===== config.mk =====
export PLATFORM = sky130hd
export DESIGN_NAME = hamming_decoder_7_4
export DESIGN_NICKNAME = d
export VERILOG_FILES = /design/src/rtl/hamming_decoder_7_4.sv
export SDC_FILE = /design/constraint.sdc
export NUM_CORES = 1
export LEC_CHECK = 0
export ABC_CLOCK_PERIOD_IN_PS = 3600
export BUFFER_PORTS_ARGS = -buffer_cell sky130_fd_sc_hd__clkbuf_2
export CORE_MARGIN = 4
export CORE_UTILIZATION = 50
export DETAILED_ROUTE_END_ITERATION = 16
export GPL_TIMING_DRIVEN = 1
export PLACE_DENSITY = 0.76
export SLEW_MARGIN = 0
export SYNTH_ARGS = -nofsm -noshare
export SYNTH_HDL_FRONTEND = slang
export SYNTH_SLANG_ARGS = --single-unit

===== constraint.sdc =====
create_clock -name clk -period 3.6 [get_ports clk]
set_input_delay 0.54 -clock clk [delete_from_list [all_inputs] [get_ports clk]]
set_output_delay 0.54 -clock clk [all_outputs]
set_load 0.02 [all_outputs]

===== src/rtl/hamming_decoder_7_4.sv =====
// Hamming(7,4) receive decoder: single-error correction through a two-stage
// enable-gated pipeline, plus a saturating count of corrected words.
module hamming_decoder_7_4 #(
   parameter int CNT_W = 8
) (
   input  logic             clk,
   input  logic             rst_n,
   input  logic             ena,
   input  logic [6:0]       code_in,
   input  logic             valid_in,
   input  logic             cnt_clr,
   output logic [3:0]       data_out,
   output logic             valid_out,
   output logic             err_corrected,
   output logic [2:0]       syndrome_out,
   output logic [CNT_W-1:0] err_count
);

   // Valid-only stream, no backpressure: a word is live when valid_in=1 at an
   // edge with ena=1; valid_out qualifies every other output.

   logic [6:0]       code1_q, code1_d;
   logic             valid1_q, valid1_d;
   logic [2:0]       syn1_q, syn1_d;
   logic [3:0]       data_q, data_d;
   logic             valid_q, valid_d;
   logic             err_q, err_d;
   logic [2:0]       syn_q, syn_d;
   logic [CNT_W-1:0] cnt_q, cnt_d;
   logic [7:0]       flip;
   logic [6:0]       fixed;

   always_comb begin
      code1_d  = code1_q;
      valid1_d = valid1_q;
      syn1_d   = syn1_q;
      if (ena) begin
         code1_d  = code_in;
         valid1_d = valid_in;
         syn1_d   = {code_in[3] ^ code_in[4] ^ code_in[5] ^ code_in[6],
                     code_in[1] ^ code_in[2] ^ code_in[5] ^ code_in[6],
                     code_in[0] ^ code_in[2] ^ code_in[4] ^ code_in[6]};
      end
   end

   // Syndrome 0 shifts the one-hot into bit 0, which is discarded: no flip.
   always_comb begin
      flip  = 8'd1 << syn1_q;
      fixed = code1_q ^ flip[7:1];
   end

   always_comb begin
      data_d  = data_q;
      valid_d = valid_q;
      err_d   = err_q;
      syn_d   = syn_q;
      if (ena) begin
         data_d  = {fixed[6], fixed[5], fixed[4], fixed[2]};
         valid_d = valid1_q;
         err_d   = (syn1_q != 3'd0);
         syn_d   = syn1_q;
      end
   end

   always_comb begin
      cnt_d = cnt_q;
      if (cnt_clr) begin
         cnt_d = '0;
      end else if (ena && valid1_q && (syn1_q != 3'd0) && (cnt_q != {CNT_W{1'b1}})) begin
         cnt_d = cnt_q + CNT_W'(1);
      end
   end

   always_ff @(posedge clk or negedge rst_n) begin
      if (!rst_n) begin
         code1_q  <= '0;
         valid1_q <= 1'b0;
         syn1_q   <= '0;
         data_q   <= '0;
         valid_q  <= 1'b0;
         err_q    <= 1'b0;
         syn_q    <= '0;
         cnt_q    <= '0;
      end else begin
         code1_q  <= code1_d;
         valid1_q <= valid1_d;
         syn1_q   <= syn1_d;
         data_q   <= data_d;
         valid_q  <= valid_d;
         err_q    <= err_d;
         syn_q    <= syn_d;
         cnt_q    <= cnt_d;
      end
   end

   assign data_out      = data_q;
   assign valid_out     = valid_q;
   assign err_corrected = err_q;
   assign syndrome_out  = syn_q;
   assign err_count     = cnt_q;

endmodule


# [After elaboration in Yosys (flattened, before gate mapping)]
# Cells that the tools add are included.
[op_classes] muxes=2 addsub=1 n_bitwise=10 n_shift=1 eq_ne=1 n_reduce_logical=5
[op_table] op="$mux W8" n=2
[op_table] op="$xor A1 B1 Y1" n=9
[op_table] op="$add A8 B1 Y8 const B" n=1
[op_table] op="$ne A8 B8 Y1 const B" n=1
[op_table] op="$shl A1 B3 Y8 const A" n=1
[op_table] op="$xor A7 B7 Y7" n=1
[op_table] op="$logic_and A1 B1 Y1" n=3
[op_table] op="$reduce_bool A3 Y1" n=1
[op_table] op="$reduce_bool A2 Y1" n=1
[totals] regBits=28 inputBits=12 out_inout_bits=17

# [Depth between registers and ports, before layout]
# Gate-level depths: netlist of the first run.
[logic_depth] word_depth=5 mapped_depth=5

# [Worst setup path before layout of the first run]
# Ideal clock, no wire load.
[synth_timing] path_type="flip-flop to flip-flop" startpoint="register cnt_q[0], in the netlist err_count[0]" endpoint="register cnt_q[1], in the netlist err_count[1]" n_path_buf=0 t_arrival_ps=1397 setup_slack_ps=2074 synth_period_minus_slack_ps=1526 stages_incl_launch_ff=6 path_cell_list="dfrtp_1 -> ha_1 -> nand3_1 -> o21ai_0 -> mux2i_1 -> nor2_1"
[synth_via] elab_chain_len=3
[synth_rtl] item="from (decl)" line_no="29" text="logic [CNT_W-1:0] cnt_q, cnt_d;"
[synth_rtl] item="from (signal assigned)" line_no="92" text="cnt_q <= cnt_d;"
[synth_rtl] item="$add A8 B1 Y8 / $ne A8 B8 Y1 (equally long branches)" line_no="70, 69"
[synth_rtl] item="$mux W8 / $logic_and A1 B1 Y1 (equally long branches)" line_no="69" text="end else if (ena && valid1_q && (syn1_q != 3'd0) && (cnt_q != {CNT_W{1'b1}})) begin"
[synth_rtl] item="$mux W8 / $reduce_bool A2 Y1 (equally long branches)"
# Parallel ways exist; a longest one is shown, timed or not. The select of a mux whose other input is x is not followed.
# A chain may end at the register's enable or synchronous reset.

# [Worst setup path after layout of the first run]
[layout_timing] startpoint="input port ena" endpoint="register cnt_q[4], in the netlist err_count[4]"
[layout_via] elab_chain_len=4
[layout_rtl] item="from (decl)" line_no="8" text="input logic ena,"
[layout_rtl] item="$logic_and A1 B1 Y1 (3 in series)" line_no="69"
[layout_rtl] item="$reduce_bool A2 Y1 (no line)"
# Every way passes these cells.

==> impl_metrics.env, run 1 <==
export IMPL_status="finished, final reports clean"
export IMPL_synthCells=104
export IMPL_crit_path_top_delay_cell="clkbuf_2"
export IMPL_drt_wl_total_um=2140
export IMPL_cts_hold_buf=0
export IMPL_synthTopCellsByArea="dfrtp_1 53%, mux2_2 8.7%, xnor2_1 6.7%, xor2_1 5.2%, nor2_1 4.8%"
export IMPL_powerDensity_nw_per_um2=449
export IMPL_clock_path_buffers=2
export IMPL_ios=29
export IMPL_async_reset_ff_frac=1.00
export IMPL_synth_most_common_cell="dfrtp_1"
export IMPL_fin_crit_ns=1.64
export IMPL_synth_edf_count=0
export IMPL_drc=0
export IMPL_rsz0062_at_grt="no"
export IMPL_avgSynthCellArea_um2=11.3
export IMPL_numCtsBuffers=3
export IMPL_cp_max_fo=26
export IMPL_h_tree_depth=1
export IMPL_clock_fmax_mhz=611
export IMPL_dp_cells=155
export IMPL_fin_crit_sh=0.455
export IMPL_worst_setup_path_type="input port to flip-flop"
export IMPL_worstSkewPairLatency_ns=0.32
export IMPL_wl_met2_um=1030
export IMPL_skew_ns=0.00515
export IMPL_cp_required_ns=3.81
export IMPL_hp_class="input port to async pin"
export IMPL_wl_met3_um=101
export IMPL_start_util=0.529
export IMPL_cts_root_buffer="clkbuf_4"
export IMPL_setup_viol=0
export IMPL_wl_met1_um=986
export IMPL_die_x_um=56.4
export IMPL_max_stage_delay_ns=0.40
export IMPL_cts_tree="done"
export IMPL_stdcell_count=159
export IMPL_drive_above_1_share=0.328
export IMPL_yosys_area_top_type="dfrtp_1"
export IMPL_area_growth_pct=15.4
export IMPL_die_area_um2=3180
export IMPL_core_um2=2210
export IMPL_cts_resized=0
export IMPL_cts_sinks=25
export IMPL_nets=145
export IMPL_drv_cap=0
export IMPL_max_slew_margin_rel=0.599
export IMPL_critPathBufInv=1
export IMPL_post_cts_buffers=0
export IMPL_top_layer="met4"
export IMPL_ir_drop_mv=0.285
export IMPL_grt_max_degree=27
export IMPL_yosysWarnings=0
export IMPL_worst_setup_path_end_kind="flip-flop"
export IMPL_p_leak_nw=0.614
export IMPL_grt_pass1_vias=859
export IMPL_layout_setup_ws_ns=1.96
export IMPL_cpLargestDelayFamily="compound AO/OA/AOI/OAI gates"
export IMPL_dp_slack_ns=1.63
export IMPL_path_cells="clkbuf_2 -> o311a_2 -> and3_4 -> a21oi_1 -> a211oi_1"
export IMPL_synth_top_flop_cell="dfrtp_1"
export IMPL_ant_nets=0
export IMPL_core_rowCount=17
export IMPL_worst_pin_slew_ns=0.601
export IMPL_arrival_ns=1.85
export IMPL_antenna_found_initial=0
export IMPL_slew_viol_final=0
export IMPL_grt_pass1_wl_um=3880
export IMPL_synth_top_cells_by_count="25 x dfrtp_1, 15 x nor2_1, 10 x a21oi_1"
export IMPL_finalHoldViolCount=0
export IMPL_port_buffers=28
export IMPL_post_drt_wl_per_cell_um=13.5
export IMPL_yosysSeqAreaShare=0.534
export IMPL_dp_hpwl_um=1600
export IMPL_drt_pass1_iter_count=4
export IMPL_critPathLaunchType="input port"
export IMPL_clk_pin_slew_ns=0.13
export IMPL_grt_usage=0.154
export IMPL_syn_area_um2=1170
export IMPL_synth_top_area_share=0.534
export IMPL_grt_overflow=0
export IMPL_via_per_inst=5.25
export IMPL_ys_ff_latch=25
export IMPL_diodes=0
export IMPL_place_congestion=0.708
export IMPL_via_count=835
export IMPL_finalSetupTns_ns=0
export IMPL_ys_types=28
export IMPL_fp_dieH_um=56.4
export IMPL_dr_first_iter_drc_count=9
export IMPL_synth_net_count=117
export IMPL_final_core_util=0.611
==> worst register-to-register path: stages, from the launching register on <==
cell and delay, ns:
dfrtp_1 0.42, ha_1 0.21, nand3_1 0.16, o21ai_0 0.37, mux2i_1 0.23, nor2_1 0.05
==> cell type report <==
type,count,area (um^2)
clock buffers,4,26.3
fillers,201,861
repair buffers,28,140
multi-input cells,74,524
well taps,28,35.0
flip-flops and latches,25,626
==> placed cells by master, fill, tap and decap left out <==
cell type and instances:
a211oi_1 2, a21oi_1 10, a31oi_1 1, a41oi_1 1
and3_1 1, and3_4 1, and4_1 1, clkbuf_1 1
clkbuf_2 28, clkbuf_4 3, dfrtp_1 25, ha_1 1
mux2_2 9, mux2i_1 1, nand2_1 2, nand3_1 2
nand3b_1 2, nand4_1 2, nor2_1 15, nor3_1 1
o211ai_1 1, o211ai_2 1, o21ai_0 2, o311a_2 1
or3_1 1, xnor2_1 9, xor2_1 7
==> flip-flops by register name, summed over array words and instances (netlist names) <==
name / count
code1_q: 4
data_out: 4
err_corrected: 1
err_count: 8
syn1_q: 3
syndrome_out: 3
valid1_q: 1
valid_out: 1
==> metrics by stage <==
stage	hold slack, ns	area, um^2	power [W]
after global routing	0.237	1350	0.000645
after detailed placement	0.503	1330	0.000491
after floorplan	0.244	1170	0.000441
final	0.202	1350	0.000607
after global placement	0.495	1330	0.000486
after CTS	0.219	1350	0.000613
==> final timing paths <==
check	cells after the start	end	slack [ns]	from
setup / recovery	5	err_count[4]$_DFFE_PN0P_	1.96	ena
hold / removal	1	syndrome_out[1]$_DFFE_PN0P_	0.20	rst_n
hold reg to reg	1	syndrome_out[1]$_DFFE_PN0P_	0.52	syndrome_out[1]$_DFFE_PN0P_
max in group asynchronous	1	syn1_q[1]$_DFFE_PN0P_	3.01	rst_n
setup reg to reg	5	err_count[1]$_DFFE_PN0P_	2.06	err_count[0]$_DFFE_PN0P_
min in group clk	2	valid1_q$_DFFE_PN0P_	0.45	valid_in
==> metal layers <==
layer,vias to the layer above,global-route usage
li1,422,-
met1,392,0.198
met2,17,0.252
met3,4,0.0460
met4,0,0.0407
met5,-,0
==> report_power, final <==
group,internal (W),switching [W],leakage (nW)
clock,0.0000433,0.0000809,0.0150
combinational,0.0000597,0.0000783,0.298
sequential,0.000315,0.0000296,0.302
==> cells by family (layout without fill, tap and decap cells) <==
group                    count (synthesis)  in the layout  share of synthesized area
AO/OA/AOI/OAI                           19             19                      0.104
XOR/XNOR                                16             16                      0.120
multiplexers                            10             10                     0.0951
AND/OR/NAND/NOR                         28             28                      0.119
adder cells (fa/ha/maj)                  1              1                     0.0107
flip-flops                              25             25                      0.534
buffers and inverters                    5             32                     0.0182
(Power assumes the default switching activity.)
==> run 2: changes to the inputs <==
- ABC_AREA: unset -> 1
- ABC_CLOCK_PERIOD_IN_PS: 3600 -> 1600
- PLACE_DENSITY: 0.76 -> 0.75
- clock period: 3.6 -> 1.6 ns (I/O delays scaled with it)
==> run 2 against run 1 <==
  * Hold slack got worse by 0.089 ns
  * Synthesized area grew 11%
  * Core utilization rose by 0.076 points
  * Sequential power is 110% higher
  * Non-clock buffer count up 2
  * Global-route usage increased by 0.56 points
  * Combinational power increased by 110%
  * Design area is 12% higher
  * Sequential share of layout area shrank 5.0 points
  * First-iteration DRC count grew to 8.9 times the previous value
  * Final cell count increased by 39%
  * Critical path type is now flip-flop to flip-flop
  * Largest cell class unchanged
==> impl_metrics.env, run 2 <==
export IMPL_status="finished, final reports clean"
export IMPL_final_core_util=0.612
export IMPL_regArea_um2=626
export IMPL_yosysSeqAreaShare=0.480
export IMPL_num_fill_cells=238
export IMPL_synth_edf_count=0
export IMPL_dpl_cell_area_um2=1480
export IMPL_port_buffers=28
export IMPL_cpLargestDelayFamily="simple AND/OR/NAND/NOR gates"
export IMPL_cts_root_buffer="clkbuf_4"
export IMPL_layout_common_cells="46 x nand2_1, 28 x clkbuf_2, 25 x dfrtp_1"
export IMPL_slew_viol_final=0
export IMPL_largest_reg_flops=8
export IMPL_multi_input_area_um2=603
export IMPL_drt_pass1_iter_count=5
export IMPL_yosys_area_top_type="dfrtp_1"
export IMPL_finalSetupTns_ns=0
export IMPL_layout_commonest_cell="nand2_1"
export IMPL_grt_overflow=0
export IMPL_dp_cells=216
export IMPL_worst_pin_slew_ns=0.605
export IMPL_cts_hold_buf=1
export IMPL_synth_net_count=172
export IMPL_critPathBufInv=1
export IMPL_worstSkewPairLatency_ns=0.31
export IMPL_arrival_ns=1.64
export IMPL_max_stage_delay_ns=0.45
export IMPL_antenna_found_initial=0
export IMPL_layout_setup_ws_ns=0.203
export IMPL_hold_path_end="valid1_q$_DFFE_PN0P_"
export IMPL_synth_top_cells_by_count="46 x nand2_1, 25 x dfrtp_1, 17 x nand3_1"
export IMPL_ir_drop_mv=0.649
export IMPL_ios=29
export IMPL_nets=205
export IMPL_syn_area_um2=1300
export IMPL_worst_setup_path_type="flip-flop to flip-flop"
export IMPL_synth_most_common_cell="nand2_1"
export IMPL_drv_cap=0
export IMPL_crit_path_top_delay_cell="dfrtp_1"
export IMPL_synth_top_flop_cell="dfrtp_1"
export IMPL_setup_viol=0
export IMPL_post_drt_wl_per_cell_um=11.4
export IMPL_critPathLaunchType="flip-flop"
export IMPL_synthCells=159
export IMPL_reg2reg_depth=8
export IMPL_rr_startpoint="err_count[0]$_DFFE_PN0P_"
export IMPL_drive_above_1_share=0.225
export IMPL_start_util=0.526
export IMPL_core_rowCount=18
export IMPL_whs_path_depth=3
export IMPL_drc=0
export IMPL_core_um2=2480
export IMPL_diodes=0
export IMPL_via_count=1088
export IMPL_dp_hpwl_um=2020
export IMPL_clock_fmax_mhz=716
export IMPL_avgSynthCellArea_um2=8.19
export IMPL_grt_usage=0.159
export IMPL_ys_types=22
export IMPL_grt_pass1_wl_um=4240
export IMPL_synthTopCellsByArea="dfrtp_1 48%, nand2_1 13%, nand3_1 6.5%, xor2_1 5.4%, nor2_1 3.7%"
export IMPL_rsz0062_at_grt="no"
export IMPL_place_congestion=0.800
export IMPL_cts_tree="done"
export IMPL_rrSetupSlack_ns=0.20
export IMPL_drt_wl_total_um=2530
export IMPL_h_tree_depth=1
export IMPL_finalHoldViolCount=0
export IMPL_grt_max_degree=26
export IMPL_grt_pass1_vias=1007
export IMPL_worstReg2RegEnd="err_count[3]$_DFFE_PN0P_"
export IMPL_die_area_um2=3490
export IMPL_cp_required_ns=1.84
export IMPL_clock_path_buffers=2
export IMPL_min_from="valid_in"
export IMPL_cp_max_fo=8
export IMPL_post_cts_buffers=0
export IMPL_dr_first_iter_drc_count=80
export IMPL_fin_crit_sh=0.873
export IMPL_cts_resized=0
export IMPL_numCtsBuffers=3
export IMPL_cts_sinks=25
export IMPL_via_per_inst=4.92
export IMPL_fp_dieH_um=59.0
export IMPL_worst_setup_path_end_kind="flip-flop"
export IMPL_ant_nets=0
export IMPL_ys_ff_latch=25
export IMPL_clk_pin_slew_ns=0.13
export IMPL_hp_class="input port to flip-flop"
export IMPL_skew_ns=0.00144
export IMPL_yosysWarnings=0
export IMPL_powerDensity_nw_per_um2=862
export IMPL_cpMostUsedCell="nand2_2"
export IMPL_fin_area_um2=1520
export IMPL_synth_top_area_share=0.480
export IMPL_die_x_um=59.0
export IMPL_stdcell_count=221
export IMPL_max_slew_margin_rel=0.597
export IMPL_async_reset_ff_frac=1.00
export IMPL_p_leak_nw=0.800
export IMPL_fin_crit_ns=1.40
export IMPL_dp_slack_ns=0.223
export IMPL_area_growth_pct=16.3
export IMPL_path_cells="ha_1 -> nand2_2 -> inv_2 -> nand2_2 -> nor2_4 -> nor2_8 -> nand3_1 -> o21ai_1"
-- run 2: worst max-delay path by stage --
stage	end	cells after the start	start	slack (ns)
after global routing	err_count[6]$_DFFE_PN0P_	9	err_count[1]$_DFFE_PN0P_	0.09
after detailed placement	err_count[6]$_DFFE_PN0P_	9	err_count[0]$_DFFE_PN0P_	0.22
after floorplan	err_count[7]$_DFFE_PN0P_	9	err_count[0]$_DFFE_PN0P_	0.24
after global placement	err_count[6]$_DFFE_PN0P_	9	err_count[0]$_DFFE_PN0P_	0.30
after CTS	err_count[3]$_DFFE_PN0P_	8	err_count[0]$_DFFE_PN0P_	0.20
final	err_count[3]$_DFFE_PN0P_	8	err_count[0]$_DFFE_PN0P_	0.20
-- run 2: worst register-to-register path: cells and delay by family (launching register included) --
| family | cells | cell delay, ns |
|---|---|---|
| AO/OA/AOI/OAI | 1 | 0.10 |
| buffers and inverters | 1 | 0.05 |
| AND/OR/NAND/NOR | 5 | 0.49 |
| adder cells (fa/ha/maj) | 1 | 0.24 |
| flip-flops | 1 | 0.45 |
-- run 2: metal layers --
layer | up-vias | wire length [um] | track usage
met2 | 36 | 1250 | 0.278
met1 | 486 | 1100 | 0.196
li1 | 564 | - | -
met3 | 2 | 163 | 0.0261
met5 | - | 0 | 0
met4 | 0 | 15 | 0.0615
-- run 2: logic make-up (layout without fill, tap and decap cells) --
family / Yosys count / count (layout) / share of synthesized area
XOR/XNOR: 11 / 11 / 0.0740
adder cells (fa/ha/maj): 1 / 1 / 0.00960
AO/OA/AOI/OAI: 15 / 15 / 0.0596
AND/OR/NAND/NOR: 88 / 88 / 0.320
buffers and inverters: 19 / 51 / 0.0567
flip-flops: 25 / 25 / 0.480
-- run 2: metrics by stage --
stage / total power, W / hold slack (ns)
detailed placement: 0.00105 / 0.281
global placement: 0.00103 / 0.268
floorplan: 0.000934 / -0.0556
CTS: 0.00133 / 0.106
finish: 0.00131 / 0.113
global route: 0.00139 / 0.142
-- run 2: cell type report --
type	count	area share
multi-input cells	115	0.398
flip-flops and latches	25	0.413
repair buffers	30	0.104
clock inverters	1	0.00330
clock buffers	3	0.0149
inverters	17	0.0421
well taps	30	0.0248
-- run 2: power breakdown --
part	switching [W]	leakage [nW]	total (W)	internal, W
clock network	0.000184	0.0177	0.000278	0.0000935
registers	0.0000459	0.316	0.000739	0.000693
logic	0.000185	0.466	0.000290	0.000105
==> run 3: changes to the inputs <==
- BUFFER_PORTS_ARGS: -buffer_cell sky130_fd_sc_hd__clkbuf_2 -> unset
- DONT_BUFFER_PORTS: unset -> 1
- PLACE_DENSITY: 0.75 -> unset
==> run 3 against run 2 <==
  * Die area unchanged
  * Non-clock buffer count down 25
  * Clock power about the same
  * Core utilization down 4.2 points
  * Critical path type unchanged
  * Global-route usage up 0.061 points
  * Final cell count down 11%
  * Wire length down 0.32%
  * Clock skew up 0.0040 ns
  * Highest routed layer unchanged
  * Flip-flop and latch count unchanged
==> impl_metrics.env, run 3 (same netlist as run 2, synthesis figures left out) <==
export IMPL_start_util=0.526
export IMPL_via_per_inst=5.22
export IMPL_grt_overflow=0
export IMPL_fp_dieH_um=59.0
export IMPL_fin_crit_sh=0.867
export IMPL_clock_path_buffers=2
export IMPL_cp_required_ns=1.85
export IMPL_dp_cells=189
export IMPL_numCtsBuffers=3
export IMPL_cts_sinks=25
export IMPL_grt_pass1_wl_um=4290
export IMPL_drive_above_1_share=0.0964
export IMPL_clk_pin_slew_ns=0.14
export IMPL_whs_ns=0.0157
export IMPL_core_um2=2480
export IMPL_area_growth_pct=8.36
export IMPL_crit_path_top_delay_cell="dfrtp_1"
export IMPL_path_cells="nand2_1 -> inv_2 -> nand2_2 -> nor2_4 -> nor2_8 -> nor2_8 -> nand2_1 -> nand2_1"
export IMPL_worst_pin_slew_ns=0.348
export IMPL_worstSetupStartpoint="err_count[4]$_DFFE_PN0P_"
export IMPL_diodes=0
export IMPL_fin_crit_ns=1.39
export IMPL_max_stage_delay_ns=0.53
export IMPL_die_x_um=59.0
export IMPL_drc=0
export IMPL_p_leak_nw=0.696
export IMPL_ios=29
export IMPL_finalHoldViolCount=0
export IMPL_setup_viol=0
export IMPL_num_fill_cells=239
export IMPL_stdcell_count=196
export IMPL_core_rowCount=18
export IMPL_hp_class="input port to flip-flop"
export IMPL_grt_usage=0.160
export IMPL_drt_pass1_iter_count=4
export IMPL_nets=180
export IMPL_critPathBufInv=1
export IMPL_dr_first_iter_drc_count=45
export IMPL_finalSetupTns_ns=0
export IMPL_max_slew_margin_rel=0.768
export IMPL_critPathLaunchType="flip-flop"
export IMPL_via_count=1023
export IMPL_port_buffers=0
export IMPL_cpLargestDelayFamily="simple AND/OR/NAND/NOR gates"
export IMPL_grt_max_degree=26
export IMPL_min_from="ena"
export IMPL_worstSkewPairLatency_ns=0.31
export IMPL_cp_max_fo=8
export IMPL_grt_pass1_vias=980
export IMPL_cts_tree="done"
export IMPL_cts_root_buffer="clkbuf_4"
export IMPL_final_core_util=0.570
export IMPL_status="finished, final reports clean"
export IMPL_die_area_um2=3490
export IMPL_rsz0062_at_grt="no"
export IMPL_skew_ns=0.00546
export IMPL_cpMostUsedCell="nand2_1"
export IMPL_rr_startpoint="err_count[4]$_DFFE_PN0P_"
export IMPL_arrival_ns=1.64
export IMPL_total_power_w=0.00126
export IMPL_layout_commonest_cell="nand2_1"
export IMPL_cts_resized=0
export IMPL_worst_setup_path_end_kind="flip-flop"
export IMPL_clock_fmax_mhz=721
export IMPL_h_tree_depth=1
export IMPL_antenna_found_initial=0
export IMPL_slew_viol_final=0
export IMPL_powerDensity_nw_per_um2=892
export IMPL_drv_cap=0
export IMPL_drt_wl_total_um=2520
export IMPL_largest_reg_flops=8
export IMPL_dp_hpwl_um=1880
export IMPL_place_congestion=0.821
export IMPL_worst_setup_path_type="flip-flop to flip-flop"
export IMPL_ir_drop_mv=0.487
export IMPL_post_drt_wl_per_cell_um=12.9
export IMPL_layout_common_cells="46 x nand2_1, 25 x dfrtp_1, 17 x nand3_1"
export IMPL_ant_nets=0
-- run 3: per-layer routing --
metal,GRT usage,share of wire,vias to the layer above
met5,0,0,-
met3,0.0523,0.081,2
met2,0.262,0.45,37
met4,0.0356,0.0060,0
li1,-,-,518
met1,0.207,0.47,466
-- run 3: worst paths after layout --
kind | endpoint | slack (ns) | cells after the start
max reg2reg | err_count[2]$_DFFE_PN0P_ | 0.21 | 8
min reg2reg | valid1_q$_DFFE_PN0P_ | 0.49 | 2
min in group asynchronous | data_out[1]$_DFFE_PN0P_ | 0.36 | 2
min | syn1_q[2]$_DFFE_PN0P_ | 0.02 | 1
max in group asynchronous | code1_q[2]$_DFFE_PN0P_ | 1.09 | 2
max | err_count[2]$_DFFE_PN0P_ | 0.21 | 8
-- run 3: worst register-to-register path, stage by stage, from the launching register on --
cell and delay (ns):
dfrtp_1 0.53, nand2_1 0.19, inv_2 0.09, nand2_2 0.08
nor2_4 0.15, nor2_8 0.07, nor2_8 0.11, nand2_1 0.06
nand2_1 0.08
-- run 3: cell type report --
type / count / area (um^2) / area share
inverter: 17 / 63.8 / 0.0452
tap: 30 / 37.5 / 0.0266
multi-input combinational: 115 / 603 / 0.427
timing repair buffer: 5 / 55.1 / 0.0390
clock buffer: 4 / 26.3 / 0.0186
sequential: 25 / 626 / 0.443
-- run 3: stage by stage --
step           area (um^2)  worst slack, ns
2_1_floorplan         1300            0.235
3_3_place_gp          1350            0.281
3_5_place_dp          1350            0.244
4_1_cts               1400            0.199
5_1_grt               1410            0.108
6_report              1410            0.213
-- run 3: what timing repair did --
item,in CTS,in global routing
buffers inserted,0,0
hold buffers,2,1
hold endpoints to repair,25,1
-- run 3: report_power, final --
group          total (W)  internal, W  leakage (nW)  switching (W)
logic           0.000193    0.0000801         0.365       0.000112
clock network   0.000277    0.0000971        0.0150       0.000180
registers       0.000789     0.000693         0.316      0.0000965
